===== src/rtl/wb_trace_buffer_pkg.sv =====
// Shared definitions for the write-back trace capture block.
package wb_trace_pkg;

    localparam int DATA_W_DEF  = 32;
    localparam int REG_W_DEF   = 4;
    localparam int STAMP_W_DEF = 16;
    localparam int DEPTH_DEF   = 16;

    localparam int ENTRY_W = STAMP_W_DEF + REG_W_DEF + DATA_W_DEF;

    // One captured write-back event at the default widths; field order
    // matches the packed word stored in the FIFO (stamp in the MSBs).
    typedef struct packed {
        logic [STAMP_W_DEF-1:0] stamp;
        logic [REG_W_DEF-1:0]   reg_idx;
        logic [DATA_W_DEF-1:0]  data;
    } trace_entry_t;

endpackage


===== src/rtl/wb_trace_buffer_if.sv =====
// Drain-side valid/ready stream carrying the FIFO head entry.
interface wb_trace_buffer_if #(
    parameter int REG_W   = 4,
    parameter int DATA_W  = 32,
    parameter int STAMP_W = 16
) ();
    logic               out_valid;
    logic               out_ready;
    logic [REG_W-1:0]   out_reg;
    logic [DATA_W-1:0]  out_data;
    logic [STAMP_W-1:0] out_stamp;

    modport master (
        output out_valid,
        output out_reg,
        output out_data,
        output out_stamp,
        input  out_ready
    );

    modport slave (
        input  out_valid,
        input  out_reg,
        input  out_data,
        input  out_stamp,
        output out_ready
    );
endinterface


===== src/rtl/wb_trace_buffer_sync_fifo.sv =====
// Single-clock FIFO with registered pointers, unreset storage and a
// combinational head read. A push while full is taken only if a pop
// frees the head slot in the same cycle.
module sync_fifo #(
    parameter int WIDTH = 52,
    parameter int DEPTH = 16,
    parameter int LVL_W = $clog2(DEPTH) + 1
) (
    input  logic             clk,
    input  logic             rst,
    input  logic             push,
    input  logic             pop,
    input  logic [WIDTH-1:0] wdata,
    output logic [WIDTH-1:0] rdata,
    output logic             full,
    output logic             empty,
    output logic [LVL_W-1:0] level
);
    localparam int AW = $clog2(DEPTH);

    logic [WIDTH-1:0] mem [DEPTH];
    logic [AW-1:0]    wr_ptr;
    logic [AW-1:0]    rd_ptr;
    logic [LVL_W-1:0] cnt;
    logic             do_push;
    logic             do_pop;

    assign empty   = (cnt == '0);
    assign full    = (cnt == LVL_W'(DEPTH));
    assign level   = cnt;
    assign do_pop  = pop && !empty;
    assign do_push = push && (!full || do_pop);
    assign rdata   = mem[rd_ptr];

    // Storage write; no reset so it maps onto distributed RAM.
    always_ff @(posedge clk) begin
        if (do_push) begin
            mem[wr_ptr] <= wdata;
        end
    end

    // Pointers wrap modulo DEPTH; occupancy tracked from accepted push/pop.
    always_ff @(posedge clk) begin
        if (rst) begin
            wr_ptr <= '0;
            rd_ptr <= '0;
            cnt    <= '0;
        end else begin
            if (do_push) wr_ptr <= wr_ptr + 1'b1;
            if (do_pop)  rd_ptr <= rd_ptr + 1'b1;
            case ({do_push, do_pop})
                2'b10:   cnt <= cnt + 1'b1;
                2'b01:   cnt <= cnt - 1'b1;
                default: cnt <= cnt;
            endcase
        end
    end
endmodule


===== src/rtl/wb_trace_buffer.sv =====
// Timestamps pipeline write-back events and queues them for a drain
// consumer; counts events lost to a full queue.
module wb_trace_buffer
    import wb_trace_pkg::*;
#(
    parameter int DATA_W  = DATA_W_DEF,
    parameter int REG_W   = REG_W_DEF,
    parameter int STAMP_W = STAMP_W_DEF,
    parameter int DEPTH   = DEPTH_DEF
) (
    input  logic                     clk,
    input  logic                     rst,
    input  logic                     cap_en,
    input  logic                     wb_we,
    input  logic [REG_W-1:0]         wb_reg,
    input  logic [DATA_W-1:0]        wb_data,
    wb_trace_buffer_if.master        out,
    output logic [$clog2(DEPTH):0]   level,
    output logic                     overflow,
    output logic [7:0]               drop_cnt,
    input  logic                     clr_ovf
);
    localparam int EW    = STAMP_W + REG_W + DATA_W;
    localparam int LVL_W = $clog2(DEPTH) + 1;

    logic [STAMP_W-1:0] stamp_cnt;
    logic [EW-1:0]      wr_entry;
    logic [EW-1:0]      head;
    logic               cap_evt;
    logic               pop;
    logic               full;
    logic               empty;
    logic               drop;

    assign cap_evt  = cap_en && wb_we;
    assign pop      = out.out_valid && out.out_ready;
    assign drop     = cap_evt && full && !pop;
    assign wr_entry = {stamp_cnt, wb_reg, wb_data};

    assign out.out_valid = !empty;
    assign out.out_stamp = head[EW-1 -: STAMP_W];
    assign out.out_reg   = head[DATA_W +: REG_W];
    assign out.out_data  = head[DATA_W-1:0];

    sync_fifo #(
        .WIDTH (EW),
        .DEPTH (DEPTH),
        .LVL_W (LVL_W)
    ) u_fifo (
        .clk   (clk),
        .rst   (rst),
        .push  (cap_evt),
        .pop   (pop),
        .wdata (wr_entry),
        .rdata (head),
        .full  (full),
        .empty (empty),
        .level (level)
    );

    // Free-running cycle stamp, wraps naturally at its width.
    always_ff @(posedge clk) begin
        if (rst) stamp_cnt <= '0;
        else     stamp_cnt <= stamp_cnt + 1'b1;
    end

    // Sticky drop flag and saturating counter; a drop in the clear cycle wins.
    always_ff @(posedge clk) begin
        if (rst) begin
            overflow <= 1'b0;
            drop_cnt <= 8'd0;
        end else if (drop) begin
            overflow <= 1'b1;
            if (clr_ovf)                drop_cnt <= 8'd1;
            else if (drop_cnt != 8'hFF) drop_cnt <= drop_cnt + 8'd1;
        end else if (clr_ovf) begin
            overflow <= 1'b0;
            drop_cnt <= 8'd0;
        end
    end
endmodule


===== src/flat_wrapper.sv =====
// flat-port wrapper written by rule: the top's interface ports become plain ports
module wb_trace_buffer_flat import wb_trace_pkg::*;
#(
    parameter int DATA_W  = DATA_W_DEF,
    parameter int REG_W   = REG_W_DEF,
    parameter int STAMP_W = STAMP_W_DEF,
    parameter int DEPTH   = DEPTH_DEF
)
  (clk, rst, cap_en, wb_we, wb_reg, wb_data, level, overflow, drop_cnt, clr_ovf, out_out_valid, out_out_reg, out_out_data, out_out_stamp, out_out_ready);
  wb_trace_buffer_if #(.REG_W(REG_W), .DATA_W(DATA_W), .STAMP_W(STAMP_W)) out_i ();
  input  logic clk;
  input  logic rst;
  input  logic cap_en;
  input  logic wb_we;
  input  logic [REG_W-1:0] wb_reg;
  input  logic [DATA_W-1:0] wb_data;
  output logic [$clog2(DEPTH):0] level;
  output logic overflow;
  output logic [7:0] drop_cnt;
  input  logic clr_ovf;
  output wire logic [$bits(out_i.out_valid)-1:0] out_out_valid;
  output wire logic [$bits(out_i.out_reg)-1:0] out_out_reg;
  output wire logic [$bits(out_i.out_data)-1:0] out_out_data;
  output wire logic [$bits(out_i.out_stamp)-1:0] out_out_stamp;
  input wire logic [$bits(out_i.out_ready)-1:0] out_out_ready;
  assign out_out_valid = out_i.out_valid;
  assign out_out_reg = out_i.out_reg;
  assign out_out_data = out_i.out_data;
  assign out_out_stamp = out_i.out_stamp;
  assign out_i.out_ready = out_out_ready;
  wb_trace_buffer #(.DATA_W(DATA_W), .REG_W(REG_W), .STAMP_W(STAMP_W), .DEPTH(DEPTH)) u_core (.clk(clk), .rst(rst), .cap_en(cap_en), .wb_we(wb_we), .wb_reg(wb_reg), .wb_data(wb_data), .out(out_i), .level(level), .overflow(overflow), .drop_cnt(drop_cnt), .clr_ovf(clr_ovf));
endmodule

===== config.mk =====
export PLATFORM = sky130hd
export DESIGN_NAME = wb_trace_buffer_flat
export DESIGN_NICKNAME = d
export VERILOG_FILES = /design/src/rtl/wb_trace_buffer_pkg.sv /design/src/rtl/wb_trace_buffer_if.sv /design/src/rtl/wb_trace_buffer_sync_fifo.sv /design/src/rtl/wb_trace_buffer.sv /design/src/flat_wrapper.sv
export SDC_FILE = /design/constraint.sdc
export NUM_CORES = 1
export LEC_CHECK = 0
export CAP_MARGIN = 10
export CORE_MARGIN = 2
export CORE_UTILIZATION = 42
export DETAILED_ROUTE_END_ITERATION = 12
export PLACE_DENSITY = 0.67
export SYNTH_ARGS = -nofsm -noshare
export SYNTH_HDL_FRONTEND = slang
export SYNTH_SLANG_ARGS = --single-unit

===== constraint.sdc =====
create_clock -name clk -period 6.8 [get_ports clk]
set_input_delay 0.68 -clock clk [delete_from_list [all_inputs] [get_ports clk]]
set_output_delay 0.68 -clock clk [all_outputs]
set_load 0.05 [all_outputs]

Yosys cells after proc, flatten, opt, wreduce, memory -nomap -nowiden
Memory sizes are Yosys's and may differ from the RTL's. A register that Yosys moved wholly into a read port is not among the register bits.
Index checks and enable logic that the tools add are counted.
{"block": "classes", "n_addsub": 6, "eq_ne": 4, "muxes": 11, "reduce_logical": 15}
{"cell": "two-way mux 8 bit", "n": 4}
{"cell": "adder 16 x 1 -> 16 bit, second input constant", "n": 1}
{"cell": "one-hot mux 5 bit (2 select lines)", "n": 1}
{"cell": "adder 4 x 1 -> 4 bit, second input constant", "n": 2}
{"cell": "adder 8 x 1 -> 8 bit, second input constant", "n": 1}
{"cell": "two-way mux 4 bit", "n": 2}
{"cell": "inequality test 8 bit, second input constant", "n": 1}
{"cell": "logical AND 1 bit", "n": 6}
{"cell": "nonzero test 2 bit", "n": 3}
{"cell": "adder 5 x 1 -> 5 bit, second input constant", "n": 1}
{"cell": "equality test 5 bit, second input constant", "n": 1}
{"cell": "logical NOT 5 bit", "n": 1}
{"cell": "subtractor 5 x 1 -> 5 bit, second input constant", "n": 1}
{"cell": "two-way mux 1 bit", "n": 4}
{"cell": "logical NOT 1 bit", "n": 3}
{"cell": "equality test 2 x 1 -> 1 bit, second input constant", "n": 1}
{"cell": "equality test 2 bit, second input constant", "n": 1}
{"cell": "AND reduction 2 bit", "n": 1}
{"cell": "logical OR 1 bit", "n": 1}
{"block": "totals", "reg_bits": 38, "ramBits": 832, "input_bits": 42, "n_memories": 1}
{"memory": "u_core.u_fifo.mem", "words": 16, "width": 52, "read_ports": 1, "rd_clocked_by_memory_dff": 1, "wr": 1, "line": "wb_trace_buffer_sync_fifo.sv:21", "source": "logic [WIDTH-1:0] mem [DEPTH];"}

Logic depth before layout (Yosys ltp)
{"block": "logic_depth", "ltp_word": 8, "mapped_depth": 7, "depth_no_buf": 7}

Cells and area by module
From an unflattened synthesis, not the netlist that was laid out.
{"block": "unflattened", "cells_unflattened": 1531, "area_unflattened_um2": 33186.8}
{"module": "sync_fifo", "n_inst": 1, "cells_each": 1397, "area_per_inst_um2": 32045.7, "seq_area_each_um2": 25324.3}
{"module": "wb_trace_buffer", "n_inst": 1, "cells_each": 134, "area_per_inst_um2": 1141.1, "seq_area_each_um2": 500.5}

Least setup slack after synthesis
Ideal clock, no wire load.
{"block": "synth_timing", "kind": "reg2reg", "from": "register u_core.u_fifo.cnt[1] (netlist: u_core.u_fifo.level[1])", "to": "memory u_core.u_fifo.mem[0][0], enable pin", "setup_ns": 0.526, "t_arrival_ns": 4.980, "path_slack_ns": 1.294, "path_stages_with_launch": 5, "path_buffers": 0, "synth_period_minus_slack_ns": 5.506, "cell_sequence": "dfxtp_1 nor4_4 a21oi_1 nand2_1 nor3_1"}
{"block": "synth_between", "elab_chain_cells": 8, "elab_cells_between_ends": 10, "cone_classes": "1 x eq/ne; 2 x mux; 7 x reduce/logical"}
{"element": "start: declaration", "line": "wb_trace_buffer_sync_fifo.sv:24", "source": "logic [LVL_W-1:0] cnt;"}
{"element": "start signal: assignment", "line": "wb_trace_buffer_sync_fifo.sv:52", "source": "2'b10: cnt <= cnt + 1'b1;"}
{"element": "start signal: assignment", "line": "wb_trace_buffer_sync_fifo.sv:53", "source": "2'b01: cnt <= cnt - 1'b1;"}
{"element": "start signal: assignment", "line": "wb_trace_buffer_sync_fifo.sv:54", "source": "default: cnt <= cnt;"}
{"element": "logical NOT 5 bit", "line": "wb_trace_buffer_sync_fifo.sv:28", "source": "assign empty = (cnt == '0);"}
{"element": "logical NOT 1 bit", "line": "wb_trace_buffer_sync_fifo.sv:31, wb_trace_buffer.sv:40"}
{"element": "logical AND 1 bit", "line": "wb_trace_buffer.sv:36", "source": "assign pop = out.out_valid && out.out_ready;"}
{"element": "logical AND 1 bit", "line": "wb_trace_buffer_sync_fifo.sv:31", "source": "assign do_pop = pop && !empty;"}
{"element": "logical OR 1 bit *", "line": "wb_trace_buffer_sync_fifo.sv:32", "source": "assign do_push = push && (!full || do_pop);"}
{"element": "logical AND 1 bit *", "line": "wb_trace_buffer_sync_fifo.sv:32"}
{"element": "two-way mux 1 bit *", "line": "wb_trace_buffer_sync_fifo.sv:37", "source": "if (do_push) begin"}
{"element": "two-way mux 1 bit (implied by the code) *", "line": "wb_trace_buffer_sync_fifo.sv:38", "source": "mem[wr_ptr] <= wdata;"}
{"element": "end: declaration", "line": "wb_trace_buffer_sync_fifo.sv:21"}
Mark *: on every way between the ends. The rest lies on a longest branch, timed or not.

==> run_results.csv <==
group,metric,value,unit
clocking,cts_sinks,874,
power,p_leak,11.7,nW
route,firstDrtPassIters,7,
route,drt_wl_total,70600,µm
setup_path,rr_worst_depth,5,
synthesis,yosysMostFrequentCell,"edfxtp_1",
synthesis,synth_edf_count,832,
die,die_w,285,µm
synthesis,synth_nets,1444,
grt,overflow,0,
power,p_sw_frac,0.261,
power,netSwitchingPower,0.00356,W
grt,antenna_found_initial,4,
sta,report.final.slew_viol_count,0,
outcome,status,"complete, no violations",
clocking,cts_buffers,89,
clocking,htreeDepth,3,
setup_path,end_kind,"output pin",
setup_path,cp.required,6.12,ns
layout,final_cell_area,38500,µm²
clocking,hold_buffers,0,
layout,antenna_cells,0,
synthesis,netlist_area,33300,µm²
sta,max_slew.worst_pin.slew,1.20,ns
sta,finalSetupViolCount,0,
synthesis,synthArstFlopShare,0,
power,max-vdd-ir-drop,0.000307,V
power,p_per_area,354,nW/µm²
place,io_buffers,108,
synthesis,synth_top_area_frac,0.751,
clocking,clkLatencyLatePin,0.63,ns
power,intPower,0.0101,W
synthesis,synth_top_flop_cell,"edfxtp_1",
sta,clock_skew,0.0188,ns
place,gp_congestion,0.730,
synthesis,synth_top_cells_by_count,"edfxtp_1, mux4_2, dfxtp_1",
layout,drive_above_1_share,0.273,
place,place_area,35700,µm²
route,wire_per_inst,26.4,µm
sta,finalSetupTns,0,ns
clocking,cts_tree,"yes",
sta,fmax,0.206,GHz
setup_path,crit_type,"flip-flop to output pin",
grt,first_global_vias,15800,
synthesis,avgSynthCellArea,23.9,µm²
hold_path,whs_path_depth,2,
clocking,root_buffer,"clkbuf_16",
synthesis,synth_cell_types,54,
clocking,path_clk_slew,0.06,ns
route,drc,0,
sta,final_hold_viol_count,0,
die,start_util,0.423,
die,rows,103,
grt,grt_pass1_wl,104000,µm
hold_path,hold_path_class,"flip-flop to flip-flop",
setup_path,critical_path_peak_fanout,53,
power,power_frac_comb,0.206,
setup_path,arrival,4.18,ns
layout,area_growth,15.8,%
layout,nNetsFinal,1609,
route,drtIter0Drc,1581,
synthesis,yosys.area.top_type,"edfxtp_1",
flow_run,max_cap_violations,0,
sta,slew_headroom,0.196,
clocking,cts_setup_buffers,0,
clocking,clockBufferDepth,3,
grt,track_usage,0.175,
synthesis,synthCells,1393,
die,die-area,81500,µm²
sta,finalCritPeriodShare,0.714,
route,vias,15100,
place,hpwl,35600,µm
synthesis,synth_seq_cells,874,
die,core_area,78700,µm²
route,avgViaCountPerCell,5.63,
synthesis,seq_area_frac_synth,0.776,
power,p_seq_frac,0.449,
clocking,ctsResizeCount,0,
synthesis,yosysWarningCount,0,
sta,finalCriticalPeriod,4.86,ns
die,die_y,285,µm
route,ant_nets,0,
sta,rsz0062_at_grt,"false",
power,pwr-share-clk,0.345,
grt,grt_max_degree,81,
setup_path,crit_path_start_kind,"flip-flop",
die,ioPinCount,109,
synthesis,ys_top_cells_by_area,"edfxtp_1, mux4_2, dfxtp_1",
## cell families (layout without fill, tap and decap cells)
family	after synthesis	count (layout)	share of synthesized area
flip-flops	874	874	0.776
buffers and inverters	72	308	0.0118
AO/OA/AOI/OAI	38	38	0.00782
XOR/XNOR	19	19	0.00500
multiplexers	267	267	0.178
adder cells (fa/ha/maj)	9	9	0.00338
AND/OR/NAND/NOR	114	114	0.0178
## cells in the final DEF, fill, tap and decap left out, types with 4 or more instances in the layout
cell	instances
nor3_1	6
xor2_1	9
ha_1	9
nor2_1	29
clkinv_1	23
nand2b_1	4
a21oi_1	11
nand4_1	8
clkinv_2	15
clkbuf_16	91
o21ai_0	4
clkdlybuf4s50_1	108
bufinv_16	8
inv_6	4
dfxtp_1	38
nand3_1	12
or4_1	4
clkbuf_1	17
buf_4	27
nor3_2	5
buf_12	5
mux4_2	260
and3_1	4
dfxtp_4	4
edfxtp_1	832
inv_1	5
xnor2_1	10
nor2_4	12
mux2i_1	4
nand2_1	12
## final timing paths
kind                           from                         to  slack, ns
max                       flip-flop          out_out_stamp[14]       1.94
min                 u_core.overflow            u_core.overflow       0.48
max reg2reg  u_core.u_fifo.level[1]  u_core.u_fifo.mem[12][31]       3.44
min reg2reg         u_core.overflow            u_core.overflow       0.48
## state kept, by name, summed over array words and instances (netlist names), named ones only
register,flops
u_core.overflow,1
u_core.u_fifo.rd_ptr,4
u_core.u_fifo.level,5
u_core.u_fifo.mem,832
u_core.u_fifo.wr_ptr,4
u_core.drop_cnt,8
u_core.stamp_cnt,16
## per-stage QoR
step / hold slack, ns / setup WS, ns / instances / total power [W] / utilization
floorplan: 0.485 / 1.29 / 1393 / 0.00838 / -
global placement: 0.463 / 2.48 / 2517 / 0.00908 / 0.454
detailed placement: 0.474 / 2.48 / 2517 / 0.00911 / 0.454
CTS: 0.485 / 1.80 / 2679 / 0.0138 / 0.490
global route: 0.497 / 1.69 / 2679 / 0.0141 / 0.490
finish: 0.479 / 1.94 / 2679 / 0.0137 / 0.490
## layer usage
layer | part of all wire | track usage | up-vias
li1 | - | - | 6321
met3 | 0.067 | 0.0358 | 98
met1 | 0.41 | 0.239 | 8141
met5 | 0.00058 | 0 | -
met4 | 0.020 | 0.0504 | 6
met2 | 0.50 | 0.287 | 507
## power by group through the flow
stage | clock network (W) | registers (W) | logic [W]
finish | 0.00471 | 0.00614 | 0.00281
detailed placement | 0 | 0.00626 | 0.00286
global route | 0.00500 | 0.00616 | 0.00298
floorplan | 0 | 0.00614 | 0.00224
global placement | 0 | 0.00625 | 0.00283
CTS | 0.00479 | 0.00614 | 0.00287
## cell type report
cell class / instances / area (µm²)
Timing Repair Buffer: 140 / 1380
Fill cell: 6173 / 40200
Multi-Input combinational cell: 447 / 7170
Clock buffer: 109 / 2350
Inverter: 6 / 22.5
Tap cell: 1050 / 1310
Clock inverter: 53 / 460
Sequential cell: 874 / 25800
## worst max-delay path, stage by stage (launching register included)
cell and delay (ns):
dfxtp_4 1.11, buf_4 0.57, mux4_2 0.57, mux4_2 0.51, clkdlybuf4s50_1 0.73
(Power assumes the default switching activity.)
